### src/rtl/riscv_trace_buffer.sv
// riscv_trace_buffer: captures register write-backs and data-memory accesses
// from the core's trace outputs as timestamped entries. The entries are held
// in a FIFO and drained to a log sink through a valid/ready port.
module riscv_trace_buffer #(
  parameter int DEPTH = 16,  // FIFO entries, power of two, >= 4
  parameter int TS_W  = 16   // timestamp width
) (
  input  logic                     clk,
  input  logic                     reset,          // async, active-low
  input  logic                     enable,
  input  logic                     clr_stats,
  input  logic                     reg_write_sig,
  input  logic [4:0]               reg_num,
  input  logic [31:0]              reg_data,
  input  logic                     wr,
  input  logic                     rd,
  input  logic [8:0]               addr,
  input  logic [31:0]              wr_data,
  input  logic [31:0]              rd_data,
  output logic                     out_valid,
  input  logic                     out_ready,
  output logic [1:0]               out_type,
  output logic [8:0]               out_idx,
  output logic [31:0]              out_data,
  output logic [TS_W-1:0]          out_time,
  output logic [$clog2(DEPTH):0]   level,
  output logic [15:0]              drop_count,
  output logic                     overflow,
  output logic                     protocol_err
);

  localparam int AW = $clog2(DEPTH);
  localparam int LW = AW + 1;
  localparam logic [LW-1:0] DEPTH_L = LW'(DEPTH);

  typedef enum logic [1:0] {
    EV_REG    = 2'd0,
    EV_MEM_WR = 2'd1,
    EV_MEM_RD = 2'd2
  } ev_type_e;

  typedef struct packed {
    logic [1:0]      typ;
    logic [8:0]      idx;
    logic [31:0]     data;
    logic [TS_W-1:0] ts;
  } entry_t;

  entry_t          mem_q [DEPTH];
  logic [AW-1:0]   wr_ptr_q, wr_ptr_d, rd_ptr_q, rd_ptr_d, wr_ptr_nx;
  logic [LW-1:0]   count_q, count_d;
  logic [TS_W-1:0] ts_q, ts_d;
  logic [15:0]     drop_q, drop_d;
  logic            ovf_q, ovf_d, perr_q, perr_d;

  logic            reg_ev, mem_ev, pop;
  logic [1:0]      n_ev, n_push, n_drop;
  logic [LW-1:0]   free;
  entry_t          reg_ent, mem_ent, slot0, slot1, head;
  logic [15:0]     drop_base;
  logic [16:0]     drop_sum;
  logic            ovf_base, perr_base;

  // Event decode, push/drop arbitration, pointer/count and statistics update.
  always_comb begin
    reg_ev  = enable && reg_write_sig && (reg_num != 5'd0);
    mem_ev  = enable && (wr || rd);

    reg_ent = '{typ: EV_REG, idx: {4'd0, reg_num}, data: reg_data, ts: ts_q};
    if (wr) mem_ent = '{typ: EV_MEM_WR, idx: addr, data: wr_data, ts: ts_q};
    else    mem_ent = '{typ: EV_MEM_RD, idx: addr, data: rd_data, ts: ts_q};

    // Reg event takes the first slot; the mem event follows it.
    slot0 = reg_ev ? reg_ent : mem_ent;
    slot1 = mem_ent;

    // Space is judged at the start of the cycle; a same-cycle pop does not help.
    free = DEPTH_L - count_q;
    n_ev = {1'b0, reg_ev} + {1'b0, mem_ev};
    if (free >= LW'(n_ev)) n_push = n_ev;
    else                   n_push = free[1:0];  // free is 0 or 1 here
    n_drop = n_ev - n_push;

    pop       = (count_q != '0) && out_ready;
    count_d   = count_q + LW'(n_push) - LW'(pop);
    wr_ptr_nx = wr_ptr_q + AW'(1);
    wr_ptr_d  = wr_ptr_q + AW'(n_push);
    rd_ptr_d  = rd_ptr_q + AW'(pop);
    ts_d      = ts_q + TS_W'(1);

    // Clear is applied first, then this cycle's drops and protocol errors.
    drop_base = clr_stats ? 16'd0 : drop_q;
    ovf_base  = clr_stats ? 1'b0  : ovf_q;
    perr_base = clr_stats ? 1'b0  : perr_q;
    drop_sum  = {1'b0, drop_base} + 17'(n_drop);
    drop_d    = drop_sum[16] ? 16'hFFFF : drop_sum[15:0];
    ovf_d     = ovf_base | (n_drop != 2'd0);
    perr_d    = perr_base | (enable && wr && rd);
  end

  // Control and statistics registers.
  always_ff @(posedge clk or negedge reset) begin
    if (!reset) begin
      wr_ptr_q <= '0;
      rd_ptr_q <= '0;
      count_q  <= '0;
      ts_q     <= '0;
      drop_q   <= '0;
      ovf_q    <= 1'b0;
      perr_q   <= 1'b0;
    end else begin
      wr_ptr_q <= wr_ptr_d;
      rd_ptr_q <= rd_ptr_d;
      count_q  <= count_d;
      ts_q     <= ts_d;
      drop_q   <= drop_d;
      ovf_q    <= ovf_d;
      perr_q   <= perr_d;
    end
  end

  // Entry storage.
  // NOTE: the array has no reset; a slot is only read after it was written,
  // and the outputs are forced to zero while the FIFO is empty.
  always_ff @(posedge clk) begin
    if (n_push != 2'd0) mem_q[wr_ptr_q]  <= slot0;
    if (n_push == 2'd2) mem_q[wr_ptr_nx] <= slot1;
  end

  // Head presentation: zero whenever there is nothing to deliver.
  always_comb begin
    head = '0;
    if (count_q != '0) head = mem_q[rd_ptr_q];
  end

  assign out_valid    = (count_q != '0);
  assign out_type     = head.typ;
  assign out_idx      = head.idx;
  assign out_data     = head.data;
  assign out_time     = head.ts;
  assign level        = count_q;
  assign drop_count   = drop_q;
  assign overflow     = ovf_q;
  assign protocol_err = perr_q;

endmodule

### config.mk
export PLATFORM = sky130hd
export DESIGN_NAME = riscv_trace_buffer
export DESIGN_NICKNAME = d
export VERILOG_FILES = /design/src/rtl/riscv_trace_buffer.sv
export SDC_FILE = /design/constraint.sdc
export NUM_CORES = 1
export LEC_CHECK = 0
export CAP_MARGIN = 25
export CORE_MARGIN = 5
export CORE_UTILIZATION = 25
export CTS_BUF_LIST = sky130_fd_sc_hd__clkbuf_4 sky130_fd_sc_hd__clkbuf_8 sky130_fd_sc_hd__clkbuf_16
export CTS_CLUSTER_SIZE = 25
export DETAILED_ROUTE_END_ITERATION = 8
export HOLD_SLACK_MARGIN = 0.12
export RECOVER_POWER = 50
export SLEW_MARGIN = 20
export SYNTH_ARGS = -nofsm -noshare
export SYNTH_HDL_FRONTEND = slang
export SYNTH_SLANG_ARGS = --single-unit
### constraint.sdc
create_clock -name clk -period 19.9 [get_ports clk]
set_input_delay 5.97 -clock clk [delete_from_list [all_inputs] [get_ports clk]]
set_output_delay 5.97 -clock clk [all_outputs]
set_load 0.1 [all_outputs]
=== Yosys cells after proc, flatten, opt, wreduce, memory -nomap -nowiden ===
Memory sizes are Yosys's and may differ from the RTL's.
Index checks and enable logic that the tools add are counted.

* Bits in latches: 0
* Memories: 1
* Output and inout port bits: 83
* Memory bits (writable): 944
* ROM bits: 0
* Word-level logic and storage cells: 45
* Register bits: 47

{| class="wikitable"
|+ Memories
! name !! depth !! bits a word !! read ports !! clocked after Yosys merged registers in !! wr ports !! line !! source
|-
| mem_q || 16 || 59 || 1 || 0 || 2 || 49 || <nowiki>entry_t mem_q [DEPTH];</nowiki>
|}

* Shifts and indexed selects: 0
* Multipliers: 0
* Magnitude comparators: 1
* Equal/unequal tests: 1
* Bitwise logic cells: 2
* Mux-type cells: 12
* Divide/modulo/power cells: 0
* Reduce and logical (&&, ||, !) cells: 11
* Add/subtract/negate cells: 10

{| class="wikitable"
|+ Operators by type and width
! operator !! number
|-
| 59-bit 2-to-1 mux || 3
|-
| 16-bit 2-to-1 mux || 2
|-
| 16-bit by 2-bit adder with 17-bit output || 1
|-
| 16-bit by 1-bit adder with 16-bit output, second input constant || 1
|-
| 5-bit nonzero test || 2
|-
| 1-bit logical AND || 6
|-
| 1-bit 2-to-1 mux || 6
|-
| 5-bit by 2-bit adder with 5-bit output || 1
|-
| 5-bit by 2-bit >= comparator with 1-bit output || 1
|-
| 5-bit by 1-bit subtractor with 5-bit output || 1
|-
| 5-bit subtractor, first input constant || 1
|-
| 4-bit by 1-bit adder with 4-bit output || 1
|-
| 4-bit by 1-bit adder with 4-bit output, second input constant || 1
|-
| 4-bit by 2-bit adder with 4-bit output || 1
|-
| 2-bit nonzero test || 2
|-
| 1-bit by 1-bit adder with 2-bit output || 1
|-
| 2-bit equality test, second input constant || 1
|-
| 2-bit 2-to-1 mux || 1
|-
| 1-bit bitwise OR || 2
|-
| 2-bit subtractor || 1
|-
| 1-bit logical OR || 1
|}

=== Depth between registers and ports, before layout ===
Gate-level depths: netlist of run 1.

* Depth after elaboration: 8
* Mapped depth: 23
* Mapped depth without buffers: 20

=== Worst setup path before layout of run 1 ===
Ideal clock, no wire load.

* Path kind: input to register
* From: input port wr
* To: memory mem_q[1][0] (netlist bit) (enable)
* Required time: 19257 ps
* Cell stages on the path: 13
* Library setup time: 643 ps
* Setup slack: 4522 ps
* Arrival: 14735 ps
* Cell sequence: clkbuf_1 clkbuf_1 clkbuf_1 o21a_1 ha_1 ha_1 nor2b_1 o221a_2 buf_4 buf_4 nand3_1 a21oi_1 nor4b_1

{| class="wikitable"
|+ RTL lines
! element !! line !! source
|-
| start: declaration || 15 || <nowiki>input logic wr,</nowiki>
|-
| end: declaration || 49 ||
|}

=== Worst setup path in the final report of run 1 ===
* From: register rd_ptr_q[2]
* To: output port out_data[21]

* Cells in the longest elaborated chain, start to end: 2

{| class="wikitable"
|+ Ends and longest elaborated chain
! element !! line !! source
|-
| start: declaration || 50 || <nowiki>logic [AW-1:0] wr_ptr_q, wr_ptr_d, rd_ptr_q, rd_ptr_d, wr_ptr_nx;</nowiki>
|-
| start signal: assignment || 113 || <nowiki>rd_ptr_q <= rd_ptr_d;</nowiki>
|-
| memory 16 x 59 bit || - ||
|-
| 59-bit 2-to-1 mux || 133 || <nowiki>if (count_q != '0) head = mem_q[rd_ptr_q];</nowiki>
|-
| end: declaration || 24 || <nowiki>output logic [31:0] out_data,</nowiki>
|}

No other way between the ends.

==> impl_metrics.py, run 1 <==
metrics = {
    "status": {
        "status": "finished, violations left",
        "failed_checks": "capacitance limit, slew limit",
    },
    "timing": {
        "fmax_mhz": 67.38,
        "drv_slew": 1003,
        "min_period_ns": 14.84,
        "slew_headroom_pct": -188.8,
        "worstMarginPinSlew_ns": 4.332,
        "setup_violations": 0,
        "rsz0062_at_grt": "no",
        "fin_setup_tns_ns": 0,
        "hold_violations": 0,
        "min_period_over_period_pct": 74.57,
        "fin_ws_ns": 5.060,
        "fin_skew_ns": 0.01345,
    },
    "logic_synthesis": {
        "ys_seq_area_share_pct": 62.12,
        "syn_inst": 2623,
        "postSynthAreaPerCell_um2": 18.12,
        "synthesis.nets": 2764,
        "yosysWarningCount": 0,
        "synth_seq_cells": 991,
        "ys_types": 57,
        "syn-cell-area_um2": 47530,
    },
    "pwr": {
        "switching_share_pct": 39.65,
        "power.density_nw_per_um2": 151.2,
        "power_frac_comb_pct": 45.3,
        "internal_power_w": 0.005056,
        "p_leak_nw": 17.58,
        "p_seq_share_pct": 33.2,
        "finalPower_w": 0.008379,
        "ir_worst_vdd_uv": 203.4,
        "power_switching_w": 0.003322,
        "pwr-share-clk_pct": 21.5,
    },
    "finish": {
        "drive_above_1_share_pct": 39.13,
        "layout_common_cells": "944 x edfxtp_1, 560 x mux2_2, 295 x mux4_2, 142 x clkdlybuf4s50_1, 99 x clkbuf_16",
        "final_util_pct": 29.22,
        "final_common_cell": "edfxtp_1",
        "fin_nets": 2901,
        "final_area_um2": 55400,
        "syn2layout_area_growth_pct": 16.57,
        "n_fill_cell": 18602,
    },
    "global_route": {
        "grt_pass1_vias": 26623,
        "grt_pass1_wl_um": 192400,
        "antenna_found_initial": 13,
        "groute.usage.overall_pct": 13.17,
        "overflow": 0,
        "grt_start_max_net_pins": 101,
    },
    "setup_path": {
        "slowest_delay_ns": 3.14,
        "crit_top_cell": "mux4_2",
        "cp_max_fo": 60,
        "r2r_slack_ns": 13.52,
        "cp-end-kind": "output port",
        "timing.rr.start": "level[0]",
        "r2r_end": "mem_q[13][17]",
        "cp_top_family": "buffers and inverters",
        "critical_path_class": "flip-flop to output port",
        "reg2reg_depth": 10,
        "cp_cell_sequence": "clkbuf_1 > buf_4 > mux4_2 > mux4_2 > and2_1 > clkdlybuf4s50_1",
        "critPathArrivalTime_ns": 8.87,
        "critPathSlowestCell": "clkbuf_1",
        "critical_path_required_ns": 13.93,
        "start_kind": "flip-flop",
        "critPathBufInv": 3,
    },
    "place": {
        "dp_hpwl_um": 76750,
        "preCtsSetupSlack_ns": 7.606,
        "place.port_buffers": 200,
        "gp_congestion": 0.7669,
        "placed_area_um2": 52740,
    },
    "clock_network": {
        "cts_buffers": 95,
        "cts_sinks": 991,
        "cts.hold.buffers_added": 0,
        "htreeDepth": 3,
        "ctsLongestPathBuffers": 3,
        "cts.clk_slew.worst_paths_ns": 0.06,
        "insertion_delay_ns": 0.68,
        "cts_tree": "built",
        "cts_root_buf": "clkbuf_16",
        "cts_resized": 0,
        "postCtsSetupBuffers": 0,
    },
    "route": {
        "dr_total_vias": 25135,
        "drt_first_pass_iters": 6,
        "drt_iter0_drc": 2002,
        "viasPerCell": 4.697,
        "drt-total-wl_um": 133000,
        "post-route-drc-count": 0,
        "routedWlPerCell_um": 24.86,
        "postRouteAntennaNets": 0,
    },
    "floorplan": {
        "initial_utilization_pct": 25.07,
        "ioPinCount": 201,
        "fp.coreArea_um2": 189600,
        "die-area_um2": 198900,
        "rows": 160,
        "fp.dieW_um": 446.0,
        "die_y_um": 446.0,
    },
    "run": {
        "cap_violations": 38,
    },
    "hold_path": {
        "hold_path_depth": 2,
        "hold_start": "protocol_err",
        "worstHoldEndpoint": "protocol_err",
        "holdCritPathClass": "flip-flop to flip-flop",
    },
}
[flip-flops by register name (all words and copies together), names as in the netlist]
register / count
drop_count: 16
level: 5
mem_q: 944
overflow: 1
protocol_err: 1
rd_ptr_q: 4
ts_q: 16
wr_ptr_q: 4
[how the worst max path moves through the flow]
| stage | startpoint | end | slack [ns] | cells after the start |
|---|---|---|---|---|
| CTS | reg_num[1] | drop_count[3] | 8.32 | 20 |
| finish | rd_ptr_q[2] | out_data[21] | 5.06 | 6 |
| floorplan | wr | mem_q[1][0] | 4.52 | 13 |
| detailed placement | reg_num[1] | drop_count[3] | 7.61 | 20 |
| global placement | reg_num[1] | mem_q[6][24] | 7.66 | 14 |
| global route | rd_ptr_q[2] | out_data[21] | 4.75 | 6 |
[layer usage]
metal	part of all wire (%)	vias to the layer above	track usage, %
met3	4.5	196	1.878
met5	0.026	-	0
met1	39	13449	15.87
met4	3.3	6	5.050
li1	-	10785	-
met2	53	699	23.78
[power by group through the flow]
stage	combinational [W]	sequential, W	clock (W)
6_report	0.00380	0.00278	0.00180
5_1_grt	0.00399	0.00281	0.00192
4_1_cts	0.00387	0.00278	0.00184
3_5_place_dp	0.00386	0.00282	0
3_3_place_gp	0.00369	0.00281	0
2_1_floorplan	0.00260	0.00282	0
[logic make-up (layout without fill, tap and decap cells)]
kind of cell    count (synthesis)  in the layout  synth area share, %
flops                         991            991                62.12
buf+inv                       268            479                2.438
xor+xnor                       35             35               0.6450
compound gates                 91             91                1.501
fa+ha+maj                      23             23               0.6529
other cells                     0              6                    0
simple gates                  296            296                3.609
mux                           919            919                29.03
[cell type report]
class | count | area [um^2] | share of cell area (%)
Antenna cell | 6 | 15.01 | 0.02710
Clock buffer | 120 | 2641 | 4.768
Clock inverter | 51 | 411.6 | 0.7430
Inverter | 23 | 87.58 | 0.1581
Multi-Input combinational cell | 1364 | 16770 | 30.27
Sequential cell | 991 | 29530 | 53.30
Tap cell | 2511 | 3142 | 5.671
Timing Repair Buffer | 285 | 2800 | 5.054
[per-stage QoR]
step	std cells	hold slack, ns
after floorplan	2623	0.4765
after global placement	5158	0.5164
after detailed placement	5171	0.5248
after CTS	5342	0.5342
after global routing	5350	0.5910
final	5351	0.5326
[tightest hold or removal path: cells and delay by family, from the launching register on]
family	cells	cell delay (ns)
AOI/OAI and AO/OA	1	0.06
DFF	1	0.38
buffers and inverters	1	0.05
[Yosys cell counts, drive strengths merged]
library cell | instances | share of area [%]
nand4 | 3 | 0.039
o221a | 1 | 0.024
a21o | 5 | 0.079
nor2b | 82 | 1.1
and2 | 77 | 1.0
nor4bb | 1 | 0.021
and4 | 2 | 0.037
a21boi | 3 | 0.047
o31ai | 2 | 0.032
o211ai | 2 | 0.032
a221oi | 1 | 0.018
fa | 3 | 0.13
mux4 | 295 | 14
and4b | 1 | 0.021
mux2 | 624 | 15
nand2b | 13 | 0.17
xor2 | 13 | 0.24
edfxtp | 944 | 60
nand3b | 2 | 0.032
o21a | 1 | 0.016
nor4b | 5 | 0.12
a311oi | 7 | 0.21
a2111oi | 4 | 0.18
o21ai | 23 | 0.24
dfrtp | 47 | 2.5
nand2 | 35 | 0.28
and3 | 4 | 0.053
a21oi | 20 | 0.23
nand3 | 21 | 0.22
a211o | 3 | 0.055
clkbuf | 149 | 1.2
a211oi | 9 | 0.21
nor3 | 10 | 0.12
buf | 96 | 1.1
or3b | 1 | 0.018
nor2 | 30 | 0.24
a31oi | 9 | 0.12
inv | 23 | 0.18
o221ai | 1 | 0.018
ha | 20 | 0.53
xnor2 | 22 | 0.41
nor4 | 8 | 0.13
nand4b | 1 | 0.018
No activity file was read; power rests on OpenSTA's default activity.
==> run 2, diff against run 1 <==
clock period = 13.7 ns   (was 19.9 ns; I/O delays follow)
==> impl_metrics.py, run 2 (same netlist as run 1, synthesis figures left out) <==
metrics = {
    "clock_network": {
        "postCtsSetupBuffers": 0,
        "ctsLongestPathBuffers": 3,
        "cts_buffers": 97,
        "cts_tree": "built",
        "cts.hold.buffers_added": 0,
        "cts_root_buf": "clkbuf_16",
        "cts.clk_slew.worst_paths_ns": 0.06,
        "cts_sinks": 991,
        "cts_resized": 0,
        "htreeDepth": 3,
        "insertion_delay_ns": 0.70,
    },
    "finish": {
        "fin_nets": 2892,
        "final_common_cell": "edfxtp_1",
        "drive_above_1_share_pct": 37.98,
        "regMostFlops": "mem_q",
        "layout_common_cells": "944 x edfxtp_1, 552 x mux2_2, 295 x mux4_2, 149 x clkdlybuf4s50_1, 97 x clkbuf_16",
        "largest_reg_flops": 944,
        "syn2layout_area_growth_pct": 16.29,
    },
    "global_route": {
        "groute.usage.overall_pct": 13.05,
        "grt_pass1_vias": 26701,
        "antenna_found_initial": 16,
        "overflow": 0,
        "grt_pass1_wl_um": 191900,
        "grt_start_max_net_pins": 141,
    },
    "place": {
        "dp_hpwl_um": 76410,
        "gp_congestion": 0.7532,
        "preCtsSetupSlack_ns": 3.121,
        "place.port_buffers": 200,
    },
    "floorplan": {
        "ioPinCount": 201,
        "fp.dieW_um": 446.0,
        "initial_utilization_pct": 25.07,
        "fp.coreArea_um2": 189600,
        "rows": 160,
        "die-area_um2": 198900,
        "die_y_um": 446.0,
    },
    "timing": {
        "fmax_mhz": 85.16,
        "setup_violations": 0,
        "fin_hold_ws_ns": 0.5202,
        "drv_slew": 810,
        "min_period_ns": 11.74,
        "fin_setup_tns_ns": 0,
        "worstMarginPinSlew_ns": 4.286,
        "slew_headroom_pct": -185.7,
        "min_period_over_period_pct": 85.71,
        "hold_violations": 0,
        "rsz0062_at_grt": "no",
        "fin_ws_ns": 1.957,
        "fin_skew_ns": 0.02780,
    },
    "setup_path": {
        "cp_max_fo": 42,
        "timing.rr.start": "level[0]",
        "crit_start": "reg_num[1]",
        "r2r_end": "mem_q[8][32]",
        "critPathArrivalTime_ns": 12.17,
        "cp-endpoint": "mem_q[8][32]",
        "start_kind": "primary input",
        "reg2reg_depth": 10,
        "cp-end-kind": "flip-flop",
        "r2r_slack_ns": 7.09,
        "critical_path_class": "primary input to flip-flop",
        "critical_path_required_ns": 14.13,
    },
    "status": {
        "status": "finished, violations left",
        "failed_checks": "capacitance limit, slew limit",
    },
    "pwr": {
        "p_leak_nw": 17.46,
        "power.density_nw_per_um2": 217.8,
        "finalPower_w": 0.01204,
        "ir_worst_vdd_uv": 289.5,
    },
    "route": {
        "postRouteAntennaNets": 0,
        "viasPerCell": 4.658,
        "dr_total_vias": 24918,
        "drt_first_pass_iters": 5,
        "drt_iter0_drc": 1846,
        "routedWlPerCell_um": 24.60,
        "post-route-drc-count": 0,
        "drt-total-wl_um": 131600,
    },
    "run": {
        "cap_violations": 32,
    },
    "hold_path": {
        "holdCritPathClass": "flip-flop to flip-flop",
    },
}
[run 2: worst min path at each step]
stage,from,end,slack (ns),depth (start not counted)
finish,protocol_err,protocol_err,0.52,2
global route,overflow,overflow,0.58,2
CTS,protocol_err,protocol_err,0.53,2
detailed placement,protocol_err,protocol_err,0.52,2
global placement,protocol_err,protocol_err,0.52,2
floorplan,rd_ptr_q[1],rd_ptr_q[1],0.48,1
[run 2: layer usage]
| metal | share of wire, % | up-vias | global-route usage [%] |
|---|---|---|---|
| li1 | - | 10767 | - |
| met1 | 39 | 13400 | 15.42 |
| met2 | 54 | 567 | 24.28 |
| met3 | 3.8 | 180 | 1.817 |
| met4 | 2.9 | 4 | 4.276 |
| met5 | 0.016 | - | 0 |
[run 2: worst max-delay path, stage by stage]
cell           delay, ns
dlygate4sd3_1       0.76
nor4_1              0.52
a21o_1              0.18
clkbuf_1            0.69
inv_1               0.16
ha_1                0.50
ha_1                0.29
nor2b_1             0.18
o21ai_0             0.29
nor4b_1             0.68
a211o_2             0.23
clkbuf_1            2.99
mux2_2              0.52
[run 2: metrics by stage]
stage | util [%] | cells | area (um^2)
2_1_floorplan | - | 2623 | 47530
3_3_place_gp | 27.63 | 5151 | 52380
3_5_place_dp | 27.69 | 5156 | 52500
4_1_cts | 29.37 | 5337 | 55680
5_1_grt | 29.15 | 5347 | 55260
6_report | 29.15 | 5349 | 55270
[run 2: final cells by class]
class	instances	area, um^2
Antenna cell	5	12.51
Clock buffer	119	2599
Clock inverter	62	585.6
Fill cell	18574	134300
Inverter	23	87.58
Multi-Input combinational cell	1364	16650
Sequential cell	991	29540
Tap cell	2511	3142
Timing Repair Buffer	274	2651
[run 2: power breakdown]
group          switching, W  internal (W)  total [W]  leakage [nW]
sequential         0.000249       0.00382    0.00407          9.24
clock               0.00118       0.00151    0.00270          1.60
combinational       0.00340       0.00187    0.00527          6.63
total               0.00483       0.00721     0.0120          17.5
